$ cat config.mk
export PLATFORM = sky130hd
export DESIGN_NAME = note_player
export DESIGN_NICKNAME = d
export VERILOG_FILES = /design/src/rtl/note_player.sv
export SDC_FILE = /design/constraint.sdc
export NUM_CORES = 1
export LEC_CHECK = 0
export ABC_CLOCK_PERIOD_IN_PS = 2400
export BUFFER_PORTS_ARGS = -buffer_cell sky130_fd_sc_hd__clkbuf_2
export CAP_MARGIN = 10
export CORE_MARGIN = 3
export CORE_UTILIZATION = 54
export CTS_CLUSTER_SIZE = 40
export DETAILED_ROUTE_END_ITERATION = 6
export GPL_ROUTABILITY_DRIVEN = 1
export PLACE_DENSITY_LB_ADDON = 0.08
export SYNTH_ARGS = -nofsm -noshare
export SYNTH_HDL_FRONTEND = slang
export SYNTH_SLANG_ARGS = --single-unit
$ cat constraint.sdc
create_clock -name clk -period 2.4 [get_ports clk]
set_input_delay 0.12 -clock clk [delete_from_list [all_inputs] [get_ports clk]]
set_output_delay 0.12 -clock clk [all_outputs]
set_load 0.1 [all_outputs]
$ cat src/rtl/note_player.sv
// Note consumer for the song reader handshake: holds one note for a number of
// beats, drives note number and gate, and signals completion with note_done.
module note_player #(
    parameter int NOTE_W         = 6,
    parameter int DUR_W          = 6,
    parameter int STACCATO_SHIFT = 1
) (
    input  logic              clk,
    input  logic              reset,
    input  logic              play,
    input  logic              beat,
    input  logic              new_note,
    input  logic [NOTE_W-1:0] note,
    input  logic [DUR_W-1:0]  duration,
    input  logic [2:0]        metadata,
    output logic              note_done,
    output logic [NOTE_W-1:0] note_out,
    output logic              load_freq,
    output logic              gate,
    output logic [DUR_W-1:0]  beats_left,
    output logic              busy,
    output logic              overrun
);

    // ZERO holds a zero-length note for one cycle so its note_done lands two cycles after the strobe
    typedef enum logic [1:0] {IDLE, ZERO, HOLD, DONE} state_t;

    state_t              state, state_n;
    logic [NOTE_W-1:0]   note_q, note_q_n;
    logic [DUR_W-1:0]    dur_q, dur_q_n;
    logic [2:0]          meta_q, meta_q_n;
    logic                note_done_n, load_freq_n, gate_n, busy_n, overrun_n;
    logic [NOTE_W-1:0]   note_out_n;
    logic [DUR_W-1:0]    beats_left_n;
    logic                unused_reserved;

    assign unused_reserved = meta_q[2];

    always_comb begin
        state_n      = state;
        note_q_n     = note_q;
        dur_q_n      = dur_q;
        meta_q_n     = meta_q;
        note_done_n  = 1'b0;
        load_freq_n  = 1'b0;
        gate_n       = 1'b0;
        note_out_n   = note_out;
        beats_left_n = beats_left;
        busy_n       = busy;
        overrun_n    = overrun;
        unique case (state)
            IDLE, DONE: begin
                state_n      = IDLE;
                note_out_n   = '0;
                beats_left_n = '0;
                busy_n       = 1'b0;
                if (new_note) begin
                    note_q_n = note;
                    dur_q_n  = duration;
                    meta_q_n = metadata;
                    if (duration == '0) begin
                        state_n = ZERO;
                    end else begin
                        state_n      = HOLD;
                        beats_left_n = duration;
                        busy_n       = 1'b1;
                        load_freq_n  = 1'b1;
                        note_out_n   = metadata[0] ? '0 : note;
                        gate_n       = play && !metadata[0] &&
                                       (!metadata[1] || duration > (duration >> STACCATO_SHIFT));
                    end
                end
            end
            ZERO: begin
                state_n     = DONE;
                note_done_n = 1'b1;
                load_freq_n = (note_out != '0);
                note_out_n  = '0;
            end
            HOLD: begin
                if (new_note)
                    overrun_n = 1'b1;
                if (beat && play && beats_left == DUR_W'(1)) begin
                    state_n      = DONE;
                    beats_left_n = '0;
                    busy_n       = 1'b0;
                    note_done_n  = 1'b1;
                    load_freq_n  = (note_out != '0);
                    note_out_n   = '0;
                end else begin
                    if (beat && play)
                        beats_left_n = beats_left - DUR_W'(1);
                    note_out_n = meta_q[0] ? '0 : note_q;
                    gate_n     = play && !meta_q[0] &&
                                 (!meta_q[1] || beats_left_n > (dur_q >> STACCATO_SHIFT));
                end
            end
            default: state_n = IDLE;
        endcase
    end

    always_ff @(posedge clk) begin
        if (!reset) begin
            state      <= IDLE;
            note_q     <= '0;
            dur_q      <= '0;
            meta_q     <= '0;
            note_done  <= 1'b0;
            load_freq  <= 1'b0;
            gate       <= 1'b0;
            note_out   <= '0;
            beats_left <= '0;
            busy       <= 1'b0;
            overrun    <= 1'b0;
        end else begin
            state      <= state_n;
            note_q     <= note_q_n;
            dur_q      <= dur_q_n;
            meta_q     <= meta_q_n;
            note_done  <= note_done_n;
            load_freq  <= load_freq_n;
            gate       <= gate_n;
            note_out   <= note_out_n;
            beats_left <= beats_left_n;
            busy       <= busy_n;
            overrun    <= overrun_n;
        end
    end

endmodule

==> run metrics <==
status complete, no violations; Crit. End Element flop; setup repair bufs after CTS 0; Sw Pwr between 1 and 1.5 mW; worst setup path category reg -> reg; maxcap violations 0; Resize count post-CTS 0; Longest Clk Path Bufs 2; Die Width 63.26 um; placed cell count 280; Root Buffer clkbuf_4; Die Span Y ~63 um; Ports 37; EDFF count, synth 0; asr flop ratio synth 0; startpoint types flop; fmax 456.8 MHz; DRT Wirelength roughly 4.2 mm; FF+latch count, synth 32; Int Pwr 1.112 mW; critical path arrival 2400 ps; count of buffers from port buffering 35; Via density between 5 and 6; Crit path required time 2620 ps; Mapped Cells 207; RR Startpoint beats_left[2]; largest net degree at the start of global routing 26; post-route ant nets 0; fraction of layout cells with a size suffix above 1 0.2129; wire length per cell between 10 and 15 um; largest cells by area after synthesis dfxtp_1 36%, ha_1 11%, nand2_1 8.5%; GRT Overall Usage 0.2305; Final #Nets 284; Avg Inst Size Synth approximately 8.6 um2; Post-Layout Cell Count 293; initial antenna violation count 0; Final setup viols 0; vias in the first global route 1,610; Final period util 0.9121; Rel. slew slack 0.6345; cts bufs inserted 5; initial core utilization 0.5706; Worst Skew 9.605 ps; switching part of the total 0.5101; max-slew violations 0; Area growth syn-to-layout 17.53%; Die Area 0.004002 mm2; top cells by count, synth 40 x nand2_1, 32 x dfxtp_1, 17 x inv_1, 16 x ha_1, 13 x a21boi_0; worst setup path startpoint beats_left[2]; grt total ovfl 0; clock share of power 0.136; Clock Sinks 32; Sum Neg Setup Slack 0 ps; Synth warnings 0; syn_nets 243; vias 1,635; ant diodes 0; Tmin final 2189 ps; Leak Pwr between 0.9 and 1 nW; Mapped Area 0.001770 mm2; Worst Setup EP gate; Top FF cell, synth dfxtp_1; core area 0.003103 mm2; Critical R2R Capture gate; RSZ-0062 raised after global routing false; Yosys top cell by area dfxtp_1; count leader, synth nand2_1; Reg clk slew, reported paths 110 ps; Seq/Total Area, Yosys 0.3618; Distinct cells, synth 42; Seq pwr share 0.323; drt drc 0; R2R cell count 8; maximum vdd ir drop roughly 0.63 mV; latest clock arrival within the worst-skew pair 340 ps; r2r setup slk ~210 ps; post-DP HPWL between 3 and 4 mm; GPL Wtd Cong 0.9498; initial DRC count 92; worst hold slack 11.90 ps; first-pass GRT wire length 7.307 mm; Min-Delay Path Class in -> reg; Gate power share 0.541; CTS tree yes; PwrDens roughly 1100 mW/mm2; post-synth top area share 0.3618; Hold Violations, Final 0; fin util 0.6706; fillcell total approximately 280; hold-fix buffers at CTS 4; worst-margin pin slew 550.7 ps; crit path max fanout 7; FP Rows 20; drt first pass iters 4; H-tree depth 2
## how the worst min path moves through the flow
| stage | start | to | slack, ps | cells after the start |
|---|---|---|---|---|
| 4_1_cts | note[2] | note_out[2] | 2 | 2 |
| 6_report | note[5] | note_out[5] | 10 | 2 |
| 2_1_floorplan | note[0] | note_out[0] | 250 | 1 |
| 3_3_place_gp | note[5] | note_out[5] | 350 | 2 |
| 3_5_place_dp | note[0] | note_out[0] | 350 | 2 |
| 5_1_grt | note[5] | note_out[5] | 4 | 2 |
## power groups by stage
stage	logic (mW)	registers, mW	clock network (mW)
floorplan	0.622	1.10	0
global placement	1.18	0.738	0
detailed placement	1.21	0.747	0
CTS	1.22	0.734	0.313
global route	1.33	0.751	0.345
finish	1.23	0.733	0.309
## sequential cells by signal, indices dropped and copies added (netlist names)
name / flops
note_out: 6
meta_q: 2
state: 2
gate: 1
note_done: 1
beats_left: 6
load_freq: 1
overrun: 1
dur_q: 5
note_q: 6
busy: 1
## layout make-up
cell class / instances / area [um2] / share of cell area
clock inverters: 3 / 18.77 / 0.009020
well taps: 44 / 55.05 / 0.02646
inverters: 18 / 67.56 / 0.03247
clock buffers: 5 / 37.54 / 0.01804
flip-flops and latches: 32 / 644.4 / 0.3097
multi-input cells: 149 / 1017 / 0.4889
repair buffers: 42 / 240.2 / 0.1155
## kinds of logic (layout without fill, tap and decap cells)
family,count (synthesis),after routing,share of synthesized area
AO/OA/AOI/OAI,55,55,0.2219
flip-flops,32,32,0.3618
buffers and inverters,26,68,0.06360
AND/OR/NAND/NOR,73,73,0.2141
adder cells (fa/ha/maj),16,16,0.1131
multiplexers,1,1,0.005654
XOR/XNOR,4,4,0.01979
## per-layer routing
layer  GRT usage  part of all wire  up-vias
met5           0                 0        -
met4     0.09973             0.025        0
met3     0.06774             0.059       13
met2      0.3505              0.45       53
met1      0.3028              0.46      764
li1            -                 -      805
## critical path, cell delays in order (launching register included)
cell and delay (ps):
dfxtp_2 340, and3b_1 400, nand3_1 220, xnor2_1 180, ha_1 340, a211oi_1 230
nand3_1 110, a21oi_1 160, o22ai_1 90
## through the flow
stage / total power, mW / area [um2] / worst slack [ps]
final: 2.269 / 2081 / 211.0
after CTS: 2.269 / 2071 / 231.4
after global placement: 1.916 / 1974 / 348.5
after detailed placement: 1.958 / 1974 / 240.8
after floorplan: 1.725 / 1774 / 80.40
after global routing: 2.431 / 2081 / 49.32
## placed cells by master (no fill, tap or decap), drive strengths merged, types with 6 or more instances in the layout
cell type	instances
nand3	7
nor2	8
a21boi	13
a21oi	11
clkbuf	40
dfxtp	32
nand2	40
a22o	6
ha	16
inv	18
Note: power is estimated with default switching activity, not from simulation.
